## config.mk

```make
export PLATFORM = sky130hd
export DESIGN_NAME = fg_config_loader
export DESIGN_NICKNAME = d
export VERILOG_FILES = /design/src/rtl/fg_config_loader.sv
export SDC_FILE = /design/constraint.sdc
export NUM_CORES = 1
export LEC_CHECK = 0
export ABC_AREA = 1
export ABC_CLOCK_PERIOD_IN_PS = 2500
export CAP_MARGIN = 20
export CORE_UTILIZATION = 30
export DETAILED_ROUTE_END_ITERATION = 12
export GPL_ROUTABILITY_DRIVEN = 0
export SYNTH_ARGS = -nofsm -noshare
export SYNTH_HDL_FRONTEND = slang
export SYNTH_SLANG_ARGS = --single-unit
export TNS_END_PERCENT = 30
```

## constraint.sdc

```tcl
create_clock -name clk_i -period 2.5 [get_ports clk_i]
set_clock_uncertainty 0.1 [all_clocks]
set_input_delay 0.5 -clock clk_i [delete_from_list [all_inputs] [get_ports clk_i]]
set_output_delay 0.5 -clock clk_i [all_outputs]
set_load 0.02 [all_outputs]
```

## src/rtl/fg_config_loader.sv

```systemverilog
// fg_config_loader: byte-stream loader and readback for the generator config word.
// Ports: clk_i/rst_n (sync, active-low), rx byte stream in (rxData_i/rxValid_i/rxReady_o),
// tx byte stream out (txData_o/txValid_o/txReady_i), CR_bus_o committed word,
// commit_o/error_o one-cycle pulses, errCode_o last error (0 none,1 chk,2 timeout,3 cmd).
module fg_config_loader #(
    parameter int CONFIG_REG_BITWIDTH = 64,
    parameter int TIMEOUT_CYCLES      = 1023,
    parameter logic [CONFIG_REG_BITWIDTH-1:0] RESET_CONFIG = '0
) (
    input  logic                           clk_i,
    input  logic                           rst_n,
    input  logic [7:0]                     rxData_i,
    input  logic                           rxValid_i,
    output logic                           rxReady_o,
    output logic [7:0]                     txData_o,
    output logic                           txValid_o,
    input  logic                           txReady_i,
    output logic [CONFIG_REG_BITWIDTH-1:0] CR_bus_o,
    output logic                           commit_o,
    output logic                           error_o,
    output logic [1:0]                     errCode_o
);
    localparam int W      = CONFIG_REG_BITWIDTH;
    localparam int NBYTES = W / 8;
    localparam int BCW    = $clog2(NBYTES) + 1;
    localparam int ICW    = $clog2(TIMEOUT_CYCLES + 1);

    localparam logic [BCW-1:0] LAST_BYTE = BCW'(NBYTES - 1);
    localparam logic [ICW-1:0] IDLE_HIT  = ICW'(TIMEOUT_CYCLES - 1);
    localparam logic [ICW-1:0] IDLE_MAX  = ICW'(TIMEOUT_CYCLES);

    typedef enum logic [2:0] {
        IDLE,
        WDATA,
        WCHK,
        RDATA,
        RCHK
    } state_t;

    state_t state, state_next;

    logic [W-1:0]   shadow;
    logic [7:0]     run_xor;
    logic [BCW-1:0] byte_cnt;
    logic [ICW-1:0] idle_cnt;

    logic       rx_fire, tx_fire;
    logic       start_w, start_r;
    logic       shift_en, commit_en, err_en;
    logic [1:0] err_code_set;
    logic       cnt_clr, cnt_inc;
    logic       idle_clr, idle_inc;
    logic       timeout_hit;
    logic [W-1:0] rd_word;
    logic [7:0]   cr_xor;

    assign rx_fire     = rxValid_i && rxReady_o;
    assign tx_fire     = txValid_o && txReady_i;
    assign timeout_hit = (idle_cnt >= IDLE_HIT);

    // Readback byte k is the k-th byte from the MSB end of the live word.
    always_comb begin
        rd_word = CR_bus_o << {byte_cnt, 3'b000};
        cr_xor  = 8'h00;
        for (int i = 0; i < NBYTES; i++) begin
            cr_xor = cr_xor ^ CR_bus_o[8*i +: 8];
        end
    end

    always_ff @(posedge clk_i) begin
        if (!rst_n) begin
            state <= IDLE;
        end else begin
            state <= state_next;
        end
    end

    always_comb begin
        state_next   = state;
        rxReady_o    = 1'b0;
        txValid_o    = 1'b0;
        txData_o     = 8'h00;
        start_w      = 1'b0;
        start_r      = 1'b0;
        shift_en     = 1'b0;
        commit_en    = 1'b0;
        err_en       = 1'b0;
        err_code_set = 2'd0;
        cnt_clr      = 1'b0;
        cnt_inc      = 1'b0;
        idle_clr     = 1'b0;
        idle_inc     = 1'b0;
        unique case (state)
            IDLE: begin
                rxReady_o = 1'b1;
                if (rx_fire) begin
                    if (rxData_i == 8'hA5) begin
                        state_next = WDATA;
                        start_w    = 1'b1;
                    end else if (rxData_i == 8'h5A) begin
                        state_next = RDATA;
                        start_r    = 1'b1;
                    end else begin
                        err_en       = 1'b1;
                        err_code_set = 2'd3;
                    end
                end
            end
            WDATA: begin
                rxReady_o = 1'b1;
                if (rx_fire) begin
                    shift_en = 1'b1;
                    idle_clr = 1'b1;
                    if (byte_cnt == LAST_BYTE) begin
                        state_next = WCHK;
                        cnt_clr    = 1'b1;
                    end else begin
                        cnt_inc = 1'b1;
                    end
                end else if (timeout_hit) begin
                    state_next   = IDLE;
                    err_en       = 1'b1;
                    err_code_set = 2'd2;
                end else begin
                    idle_inc = 1'b1;
                end
            end
            WCHK: begin
                rxReady_o = 1'b1;
                if (rx_fire) begin
                    state_next = IDLE;
                    idle_clr   = 1'b1;
                    if (rxData_i == run_xor) begin
                        commit_en = 1'b1;
                    end else begin
                        err_en       = 1'b1;
                        err_code_set = 2'd1;
                    end
                end else if (timeout_hit) begin
                    state_next   = IDLE;
                    err_en       = 1'b1;
                    err_code_set = 2'd2;
                end else begin
                    idle_inc = 1'b1;
                end
            end
            RDATA: begin
                txValid_o = 1'b1;
                txData_o  = rd_word[W-1 -: 8];
                if (tx_fire) begin
                    if (byte_cnt == LAST_BYTE) begin
                        state_next = RCHK;
                        cnt_clr    = 1'b1;
                    end else begin
                        cnt_inc = 1'b1;
                    end
                end
            end
            RCHK: begin
                txValid_o = 1'b1;
                txData_o  = cr_xor;
                if (tx_fire) begin
                    state_next = IDLE;
                end
            end
            default: begin
                state_next = IDLE;
            end
        endcase
    end

    always_ff @(posedge clk_i) begin
        if (!rst_n) begin
            CR_bus_o  <= RESET_CONFIG;
            shadow    <= '0;
            run_xor   <= 8'h00;
            byte_cnt  <= '0;
            idle_cnt  <= '0;
            commit_o  <= 1'b0;
            error_o   <= 1'b0;
            errCode_o <= 2'd0;
        end else begin
            commit_o <= commit_en;
            error_o  <= err_en;

            if (err_en) begin
                errCode_o <= err_code_set;
            end else if (start_w || start_r) begin
                errCode_o <= 2'd0;
            end

            if (commit_en) begin
                CR_bus_o <= shadow;
            end

            // A failed frame drops whatever was collected so far.
            if (start_w || err_en) begin
                shadow  <= '0;
                run_xor <= 8'h00;
            end else if (shift_en) begin
                shadow  <= (shadow << 8) | W'(rxData_i);
                run_xor <= run_xor ^ rxData_i;
            end

            if (start_w || start_r || cnt_clr) begin
                byte_cnt <= '0;
            end else if (cnt_inc) begin
                byte_cnt <= byte_cnt + 1'b1;
            end

            if (start_w || idle_clr) begin
                idle_cnt <= '0;
            end else if (idle_inc && idle_cnt != IDLE_MAX) begin
                idle_cnt <= idle_cnt + 1'b1;
            end
        end
    end
endmodule

```

======== Yosys cells after proc, flatten, opt, wreduce, memory -nomap -nowiden ========
Index checks and enable logic that the tools add are counted.
storage, ports and cells
  bits in registers ....................... 157
  input port bits ......................... 12
  output and inout port bits .............. 78
  logic and storage cells ................. 110
operators by class
  add/subtract/negate cells ............... 2
  order comparisons ....................... 1
  eq/ne operators ......................... 15
  shift-type cells ........................ 1
  mux-type cells .......................... 56
  bitwise logic cells ..................... 10
  reduce and logical (&&, ||, !) cells .... 16
operators with widths
  cell                     number
  $or A64 B8 Y64           1
  $shl A64 B7 Y64          1
  $xor A8 B8 Y8            8
  $mux W1                  32
  $mux W3                  10
  $mux W2                  8
  $pmux W8 S2              1
  $pmux W3 S5              1
  $add A10 B1 Y10 const B  1
  $ge A10 B10 Y1 const B   1
  $ne A10 B10 Y1 const B   1
  $reduce_or A2 Y1         5
  $eq A8 B7 Y1 const B     1
  $eq A8 B8 Y1             1
  $eq A8 B8 Y1 const B     1
  $ne A2 B2 Y1 const B     4
  $eq A3 B2 Y1 const B     2
  $ne A3 B3 Y1 const B     2
  $pmux W2 S3              1
  $reduce_and A6 Y1        1
  $add A4 B1 Y4 const B    1
  $eq A4 B3 Y1 const B     1
  $logic_or A1 B1 Y1       4
  $pmux W1 S2              2
  other kinds (8)          10

======== Depth between registers and ports, before layout ========
Gate-level depths: netlist (run 1).
  depth after elaboration ................. 9
  depth in mapped cells ................... 12
  mapped depth without buffers ............ 12

======== Least setup slack after synthesis (run 1) ========
Ideal clock, no wire load.
  path kind ............................... register to output
  start ................................... register CR_bus_o[16]
  end ..................................... output txData_o[0]
  arrival ................................. 1.568 ns
  required time ........................... 1.900 ns
  slack ................................... 0.332 ns
  stages on the path, launching flop included .. 8
  buffers on the path ..................... 0
  cell sequence ........................... dfxtp_1 xnor2_1 or2_2 nand2_1 nand2_1 nand3_1 nand2_1 o21ai_0
on the way
  word-level cells in the longest chain between the ends .. 7
  elaborated cells on any way between the ends .. 8
  classes of those cells .................. shift (1); mux (1); bitwise (6)
RTL lines
  item                                                     RTL line  text
  from (decl)                                              18        output logic [CONFIG_REG_BITWIDTH-1:0] CR_bus_o,
  from (signal assigned)                                   193       CR_bus_o <= shadow;
  branches (longest 6 deep; another with $shl A64 B7 Y64)  --
  $pmux W8 S2 (*)                                          93        unique case (state)
  to (decl)                                                15        output logic [7:0] txData_o,
Mark *: on every way between the ends.

======== Final worst setup path (run 1) ========
  start ................................... register byte_cnt[0]
  end ..................................... output txData_o[3]
on the way
  word-level cells in the longest chain between the ends .. 2
RTL lines
  item                    RTL line  text
  from (decl)             44        logic [BCW-1:0] byte_cnt;
  from (signal assigned)  208       byte_cnt <= byte_cnt + 1'b1;
  $shl A64 B7 Y64         63        rd_word = CR_bus_o << {byte_cnt, 3'b000};
  $pmux W8 S2             93
No other way between the ends.

==> impl_metrics.yaml, run 1 <==
worst_setup_path:
  crit_type: "flop to output pin"
  r2r_slack_ns: 0.64
  crit_arrival_ns: 1.89
  cp-end-kind: "output pin"
  path_max_fanout: 36
  critPathCapture: "txData_o[3]"
  worst_ep_required_time_ns: 1.90
  rr_worst_depth: 10
  critical_path.cell_chain: "clkinv_1 > buf_12 > o21ai_0 > o22ai_1 > o211ai_1 > o21ai_1 > clkdlybuf4s15_2"
  r2r-end: "shadow[50]$_SDFFE_PP0P_"
  critPathLaunch: "byte_cnt[0]$_SDFFE_PP0P_"
  critPathSlowestCell: "dfxtp_1"
  start_kind: "flop"
  r2r_start: "state[1]$_SDFFE_PN0P_"
  max_stage_delay_ns: 0.36
synthesis:
  ys_async_sr_fraction_pct: 0
  syn_nets: 1161
  syn_inst: 1146
  synth_edf_count: 0
  synth_top_cell_by_area: "dfxtp_1"
  yosysMostFrequentCell: "nor2_1"
  synthTopCellsByArea: "dfxtp_1 42%, nor2_1 13%, nand2_1 13%"
  yosysWarningCount: 0
  synth_commonest_cells: "261 x nor2_1, 259 x nand2_1, 157 x dfxtp_1"
  synth_area_um2: 7543
  netlist.area_leader.share_pct: 41.67
  synth_area_per_cell_um2: 6.582
  yosysSeqAreaShare_pct: 41.67
  ys_types: 31
  synth_seq_cells: 157
  synthFlopType: "dfxtp_1"
global_routing:
  grtUsageTotal_pct: 16.99
  grt_pass1_vias: 6482
  grt_start_max_net_pins: 72
  grt_pass1_wl_um: 34280
  grt_overflow: 0
  antenna_found_initial: 0
worst_hold_path:
  min_path_type: "input port to flop"
  worstHoldStart: "rst_n"
routing:
  firstDrtPassIters: 5
  routedWlPerCell_um: 13.55
  drtIter0Drc: 517
  totalWireLength_um: 21650
  detail_route.vias_per_cell: 4.531
  num_vias: 7240
  drc: 0
  detail-route-antenna-nets: 0
run:
  cap_violations: 0
layout:
  final_nets: 1277
  antennaDiodeCount: 0
  drive_above_1_share_pct: 9.419
  area_growth_pct: 29.79
  fill_cells: 2553
cts:
  clockBufferDepth: 2
  postCtsSetupRepairBufs: 0
  cts_tree: "yes"
  cts_root_buf: "clkbuf_16"
  holdBufCountCts: 0
  cts.reportedPaths.clkPinSlew_ns: 0.06
  cts_buffers: 17
  insertion_delay_ns: 0.43
  htree_levels: 4
  cts_num_sinks: 157
sta:
  finalHoldViolCount: 0
  setup_viol: 0
  slew_viol_final: 0
  worst_slew_pin_slew_ns: 0.4183
  fmax_mhz: 400.9
  finalHoldWorstSlack_ns: 0.3223
  setup_slack_ns: 0.005487
  fin_setup_tns_ns: 0
  maxSlewHeadroom_pct: 72.11
  rsz0062_at_grt: "yes"
  min_period_ns: 2.495
  period_share_pct: 99.78
place:
  port_buffers: 89
  post-place-ws_ns: 0.01561
  dp_hpwl_um: 15150
run_status:
  status: "complete, no violations"
floorplanning:
  die_w_um: 160.6
  num_io_pins: 90
  rows: 57
  die_height_um: 160.6
  fp.dieArea_um2: 25780
  core_area_um2: 24460
  start_util_pct: 30.84
power_and_ir_drop:
  p_leak_nw: 3.947
  peakVddDrop_mv: 0.4196
  powerDensity_nw_per_um2: 709.9
  p_total_mw: 6.950
## sequential cells by signal, indices dropped and copies added (netlist names)
name,count
shadow,64
state,3
run_xor,8
errCode_o,2
idle_cnt,10
error_o,1
byte_cnt,4
CR_bus_o,64
commit_o,1
## where the power goes
part,switching [mW],leakage [nW],internal (mW)
clock network,1.01,0.300,1.67
registers,0.0629,1.27,2.58
logic,1.07,2.38,0.561
## logic make-up after synthesis
family / synth area share (%)
simple gates: 29.91
compound gates: 13.25
buf+inv: 9.338
flops: 41.67
xor+xnor: 5.341
fa+ha+maj: 0.4976
## per-layer routing
| metal | track usage (%) | share of wire, % | wire length, µm | up-vias |
|---|---|---|---|---|
| li1 | - | - | - | 3796 |
| met1 | 21.74 | 46 | 9951 | 3275 |
| met2 | 28.73 | 48 | 10300 | 155 |
| met3 | 3.616 | 5.1 | 1111 | 14 |
| met4 | 4.632 | 1.3 | 286 | 0 |
| met5 | 0 | 0 | 0 | - |
## worst min-delay path by stage
stage / endpoint / slack, ns / cells past startpoint
global placement: idle_cnt[9]$_SDFFE_PP0P_ / 0.34 / 2
CTS: state[0]$_SDFFE_PN0P_ / 0.30 / 3
detailed placement: idle_cnt[9]$_SDFFE_PP0P_ / 0.35 / 2
finish: state[0]$_SDFFE_PN0P_ / 0.32 / 3
global route: state[0]$_SDFFE_PN0P_ / 0.36 / 3
floorplan: idle_cnt[9]$_SDFFE_PP0P_ / 0.33 / 2
## worst max-delay path: cells and delay by family (launching register included)
family / cells / cell delay [ns]
buffers and inverters: 3 / 0.58
AO/OA/AOI/OAI: 4 / 0.53
flip-flops: 1 / 0.36
## cell type report
cell class / count / area [µm²] / share of cell area (%)
Timing Repair Buffer: 152 / 1469 / 15.00
Tap cell: 324 / 405.4 / 4.141
Clock buffer: 24 / 491.7 / 5.022
Multi-Input combinational cell: 810 / 3706 / 37.85
Inverter: 124 / 465.4 / 4.754
Clock inverter: 7 / 110.1 / 1.125
Sequential cell: 157 / 3143 / 32.10
## cells in the final DEF, fill, tap and decap left out, drive strengths merged, types with 8 or more instances in the layout
cell           count
inv              123
xnor2             25
dfxtp            157
buf               68
clkbuf            27
clkdlybuf4s50     79
xor2              21
o221ai             8
nand3             33
nand2            259
nor2             264
a21oi             37
o211ai             8
o21ai            129
## per-stage QoR
stage | cells | util (%) | instance area, µm²
after floorplan | 1146 | - | 7543
after global placement | 1567 | 37.68 | 9216
after detailed placement | 1567 | 37.68 | 9216
after CTS | 1598 | 40.07 | 9802
after global routing | 1598 | 40.02 | 9791
final | 1598 | 40.02 | 9791
## timing repair
item | in CTS | in global routing
setup endpoints to repair | 9 | 8
hold endpoints to repair | 0 | 0
gates resized for setup | 29 | 10
pin swaps | 1 | 1
No activity file was read; power rests on OpenSTA's default activity.
==> inputs of run 2 (changes only) <==
--- a/config.mk
+++ b/config.mk
@@ -11,6 +11,7 @@
 export CORE_UTILIZATION = 30
 export DETAILED_ROUTE_END_ITERATION = 12
 export GPL_ROUTABILITY_DRIVEN = 0
+export SKIP_LAST_GASP = 1
 export SYNTH_ARGS = -nofsm -noshare
 export SYNTH_HDL_FRONTEND = slang
 export SYNTH_SLANG_ARGS = --single-unit
==> constraint.sdc (replaced) <==
create_clock -name clk_i -period 2.5 [get_ports clk_i]
set_clock_uncertainty 0.1 [all_clocks]
set_input_delay 0.75 -clock clk_i [delete_from_list [all_inputs] [get_ports clk_i]]
set_output_delay 0.75 -clock clk_i [all_outputs]
set_load 0.02 [all_outputs]
==> impl_metrics.yaml, run 2 (same netlist as run 1, synthesis figures left out) <==
run_status:
  status: "finished with violations"
  violations: "negative setup slack"
worst_setup_path:
  rr_worst_depth: 10
  r2r_start: "state[1]$_SDFFE_PN0P_"
  path_max_fanout: 5
  r2r-end: "shadow[37]$_SDFFE_PP0P_"
  path_common_cell: "buf_4"
  worst_ep_required_time_ns: 1.65
  critPathSlowestCell: "dfxtp_4"
  cp-end-kind: "output pin"
  crit_type: "flop to output pin"
  r2r_slack_ns: 0.60
  crit_arrival_ns: 1.74
  max_stage_delay_ns: 0.40
  critical_path.cell_chain: "inv_8 > buf_12 > buf_4 > nor2_2 > o22ai_1 > o211ai_1 > o21ai_1 > buf_4"
  start_kind: "flop"
worst_hold_path:
  min_path_cells: 2
  min_path_type: "flop to flop"
  hold_end: "idle_cnt[9]$_SDFFE_PP0P_"
  worstHoldStart: "idle_cnt[9]$_SDFFE_PP0P_"
sta:
  maxSlewHeadroom_pct: 72.87
  fmax_mhz: 386.0
  finalHoldViolCount: 0
  setup_viol: 10
  rsz0062_at_grt: "yes"
  min_period_ns: 2.590
  worst_slew_pin_slew_ns: 0.4069
  period_share_pct: 103.6
  fin_setup_tns_ns: -0.6192
  slew_viol_final: 0
  setup_slack_ns: -0.09035
place:
  dpl.cell_count: 1610
  port_buffers: 89
  dp_hpwl_um: 15530
power_and_ir_drop:
  peakVddDrop_mv: 0.4440
  powerDensity_nw_per_um2: 699.6
  p_leak_nw: 4.244
cts:
  cts.reportedPaths.clkPinSlew_ns: 0.07
  holdBufCountCts: 0
  insertion_delay_ns: 0.43
  cts_num_sinks: 157
  cts_tree: "yes"
  clockBufferDepth: 2
  cts_root_buf: "clkbuf_16"
  cts_buffers: 17
  htree_levels: 4
global_routing:
  grt_start_max_net_pins: 67
  grt_pass1_wl_um: 35810
  grt_pass1_vias: 6804
  grt_overflow: 0
  grtUsageTotal_pct: 17.76
  antenna_found_initial: 0
layout:
  mostFrequentLayoutCells: "256 x nor2_1, 255 x nand2_1, 148 x dfxtp_1"
  final_cell_count_no_fill: 1645
  area_growth_pct: 37.97
  drive_above_1_share_pct: 15.29
  antennaDiodeCount: 0
  top_regs: "CR_bus_o: 64 flops, shadow: 64 flops, idle_cnt: 10 flops"
  final_nets: 1323
  final_common_cell: "nor2_1"
floorplanning:
  die_height_um: 160.6
  core_area_um2: 24460
  die_w_um: 160.6
  num_io_pins: 90
  fp.dieArea_um2: 25780
  start_util_pct: 30.84
  rows: 57
routing:
  detail_route.vias_per_cell: 4.531
  detail-route-antenna-nets: 0
  num_vias: 7453
  routedWlPerCell_um: 13.74
  drtIter0Drc: 506
  drc: 0
  firstDrtPassIters: 5
  totalWireLength_um: 22600
run:
  cap_violations: 0
==> run 2: repair_timing <==
item                       4_1_cts  5_1_grt
buffers inserted                 0        0
pin swaps                        7       21
cloned                           1        2
setup endpoints to repair       13       14
resized for setup               67       45
==> run 2: power by group <==
| part | total, mW | leakage [nW] | switching, mW | internal [mW] |
|---|---|---|---|---|
| combinational | 1.85 | 2.67 | 1.15 | 0.692 |
| sequential | 2.64 | 1.27 | 0.0607 | 2.58 |
| clock | 2.79 | 0.299 | 1.06 | 1.73 |
| total | 7.28 | 4.24 | 2.28 | 5.01 |
==> run 2: through the flow <==
stage,setup slack [ns],util [%],hold WS [ns],cell area [µm²],power (mW)
global route,-0.1928,42.55,0.3839,10410,7.652
detailed placement,-0.2019,39.00,0.3419,9539,4.430
global placement,-0.2090,39.00,0.3383,9539,4.409
CTS,-0.1380,41.78,0.3533,10220,7.283
finish,-0.09035,42.55,0.3533,10410,7.282
floorplan,0.08183,-,0.3303,7543,3.750
==> run 2: how the worst max path moves through the flow <==
stage / startpoint / to / slack [ns] / depth (start not counted)
5_1_grt: byte_cnt[0]$_SDFFE_PP0P_ / txData_o[6] / -0.19 / 8
2_1_floorplan: CR_bus_o[16]$_SDFFE_PN0P_ / txData_o[0] / 0.08 / 7
3_3_place_gp: CR_bus_o[19]$_SDFFE_PN0P_ / txData_o[3] / -0.21 / 8
4_1_cts: byte_cnt[0]$_SDFFE_PP0P_ / txData_o[0] / -0.14 / 8
3_5_place_dp: rxData_i[6] / CR_bus_o[0]$_SDFFE_PN0P_ / -0.20 / 9
6_report: byte_cnt[0]$_SDFFE_PP0P_ / txData_o[0] / -0.09 / 8
==> run 2: worst max-delay path: cells and delay by family (launching register included) <==
family,cells,cell delay (ns)
buf+inv,4,0.51
flops,1,0.40
compound gates,3,0.35
simple gates,1,0.07
==> run 2: routing by layer <==
layer / GRT usage, % / vias up / part of all wire (%)
met4: 6.190 / 0 / 1.8
li1: - / 3902 / -
met1: 22.09 / 3343 / 45
met3: 3.306 / 23 / 5.1
met2: 30.56 / 185 / 48
met5: 0 / - / 0
==> run 2: layout make-up <==
class                           count  area, µm²
Clock buffer                       20      456.7
Clock inverter                     12      185.2
Fill cell                        2483      14050
Inverter                          124      473.0
Multi-Input combinational cell    810       3815
Sequential cell                   157       3157
Tap cell                          324      405.4
Timing Repair Buffer              198       1916
==> inputs of run 3 (changes only) <==
--- a/config.mk
+++ b/config.mk
@@ -9,8 +9,10 @@
 export ABC_CLOCK_PERIOD_IN_PS = 2500
 export CAP_MARGIN = 20
 export CORE_UTILIZATION = 30
+export CTS_BUF_LIST = sky130_fd_sc_hd__clkbuf_4 sky130_fd_sc_hd__clkbuf_8 sky130_fd_sc_hd__clkbuf_16
 export DETAILED_ROUTE_END_ITERATION = 12
 export GPL_ROUTABILITY_DRIVEN = 0
+export SETUP_SLACK_MARGIN = 0.15
 export SKIP_LAST_GASP = 1
 export SYNTH_ARGS = -nofsm -noshare
 export SYNTH_HDL_FRONTEND = slang
==> impl_metrics.yaml, run 3 (same netlist as run 1, synthesis figures left out) <==
worst_setup_path:
  cpLargestDelayFamily: "compound AO/OA/AOI/OAI gates"
  cp.depth: 7
  rr_worst_depth: 10
  start_kind: "flop"
  cp-end-kind: "output pin"
  critPathSlowestCell: "dfxtp_4"
  r2r_start: "state[1]$_SDFFE_PN0P_"
  crit_arrival_ns: 1.74
  path_buf_inv: 3
  path_max_fanout: 9
  worst_ep_required_time_ns: 1.65
  critical_path.cell_chain: "clkinv_8 > buf_12 > o21ai_1 > o221ai_2 > o211ai_1 > o21ai_1 > buf_4"
  r2r_slack_ns: 0.64
  path_common_cell: "o21ai_1"
  max_stage_delay_ns: 0.41
  r2r-end: "shadow[19]$_SDFFE_PP0P_"
  crit_type: "flop to output pin"
cts:
  cts_buffers: 17
  cts_tree: "yes"
  cts_root_buf: "clkbuf_16"
  clockBufferDepth: 2
  htree_levels: 4
  cts.reportedPaths.clkPinSlew_ns: 0.07
  cts_num_sinks: 157
  insertion_delay_ns: 0.43
sta:
  setup_slack_ns: -0.09305
  setup_viol: 8
  maxSlewHeadroom_pct: 73.85
  fmax_mhz: 385.6
  finalHoldWorstSlack_ns: 0.3534
  rsz0062_at_grt: "yes"
  period_share_pct: 103.7
  fin_setup_tns_ns: -0.6716
  worst_slew_pin_slew_ns: 0.3922
  slew_viol_final: 0
  finalHoldViolCount: 0
  min_period_ns: 2.593
run:
  cap_violations: 0
power_and_ir_drop:
  powerDensity_nw_per_um2: 674.0
  p_total_mw: 7.121
  p_leak_nw: 4.874
  peakVddDrop_mv: 0.4245
worst_hold_path:
  hold_end: "idle_cnt[9]$_SDFFE_PP0P_"
  min_path_type: "flop to flop"
  min_path_cells: 2
  worstHoldStart: "idle_cnt[9]$_SDFFE_PP0P_"
routing:
  routedWlPerCell_um: 13.73
  detail_route.vias_per_cell: 4.537
  detail-route-antenna-nets: 0
  num_vias: 7481
  drc: 0
  totalWireLength_um: 22640
  drtIter0Drc: 420
  firstDrtPassIters: 5
floorplanning:
  die_w_um: 160.6
  core_area_um2: 24460
  start_util_pct: 30.84
  rows: 57
  die_height_um: 160.6
  fp.dieArea_um2: 25780
  num_io_pins: 90
place:
  dpl.cell_count: 1610
  dp_hpwl_um: 15550
  port_buffers: 89
  placed_area_um2: 9539
  post-place-ws_ns: -0.1992
layout:
  final_nets: 1327
  fin_area_um2: 10570
  area_growth_pct: 40.06
  drive_above_1_share_pct: 17.81
  final_util_pct: 43.19
  final_cell_count_no_fill: 1649
  fill_cells: 2467
  antennaDiodeCount: 0
  final_common_cell: "nor2_1"
  top_regs: "CR_bus_o: 64 flops, shadow: 64 flops, idle_cnt: 10 flops"
  mostFrequentLayoutCells: "258 x nor2_1, 251 x nand2_1, 139 x dfxtp_1"
global_routing:
  grt_start_max_net_pins: 72
  grtUsageTotal_pct: 17.79
  antenna_found_initial: 0
  grt_pass1_vias: 6899
  grt_overflow: 0
  grt_pass1_wl_um: 35830
run_status:
  violations: "negative setup slack"
  status: "finished with violations"
-- run 3: cell count changes in the layout (fill, tap and decap cells not counted), moves of 9 or more --
cell / before / now
dfxtp_2: 8 / 17
clkdlybuf4s50_1: 78 / 36
dlygate4sd2_1: 1 / 10
dlymetal6s2s_1: 1 / 32
o21ai_0: 110 / 96
dfxtp_1: 148 / 139
-- run 3: worst max path at each step --
stage / start / to / slack [ns]
after floorplan: CR_bus_o[17]$_SDFFE_PN0P_ / txData_o[1] / 0.08
after detailed placement: byte_cnt[0]$_SDFFE_PP0P_ / txData_o[3] / -0.20
after CTS: byte_cnt[0]$_SDFFE_PP0P_ / txData_o[3] / -0.10
after global routing: CR_bus_o[4]$_SDFFE_PN0P_ / txData_o[4] / -0.18
after global placement: CR_bus_o[19]$_SDFFE_PN0P_ / txData_o[3] / -0.17
final: byte_cnt[0]$_SDFFE_PP0P_ / txData_o[1] / -0.09
-- run 3: timing repair --
| item | CTS | global route |
|---|---|---|
| gates cloned | 3 | 0 |
| endpoints found under the setup margin | 69 | 132 |
| setup buffers | 4 | 0 |
| pin swaps | 17 | 21 |
| resized for setup | 118 | 92 |
| hold buffers | 0 | 0 |
-- run 3: worst register-to-register path, delay by kind of cell (launching register included) --
family | cells | cell delay (ns)
buf+inv | 3 | 0.46
flops | 1 | 0.34
simple gates | 7 | 0.84
-- run 3: where the power goes --
part	internal, mW	switching (mW)	leakage, nW
registers	2.59	0.0783	1.27
logic	0.783	1.17	3.34
clock network	1.39	1.11	0.256
-- run 3: metal layers --
layer	vias up	track usage [%]	wire, µm
li1	3898	-	-
met1	3378	22.81	10120
met3	29	3.538	1204
met4	0	6.580	441
met5	-	0	0
met2	176	29.44	10870
-- run 3: area by class of cell --
class	count	area, µm²	share of cell area [%]
clock buffers	18	432.9	4.098
flip-flops and latches	157	3168	29.99
repair buffers	202	2033	19.24
multi-input cells	810	3910	37.01
inverters	124	480.5	4.548
well taps	324	405.4	3.837
clock inverters	14	135.1	1.279
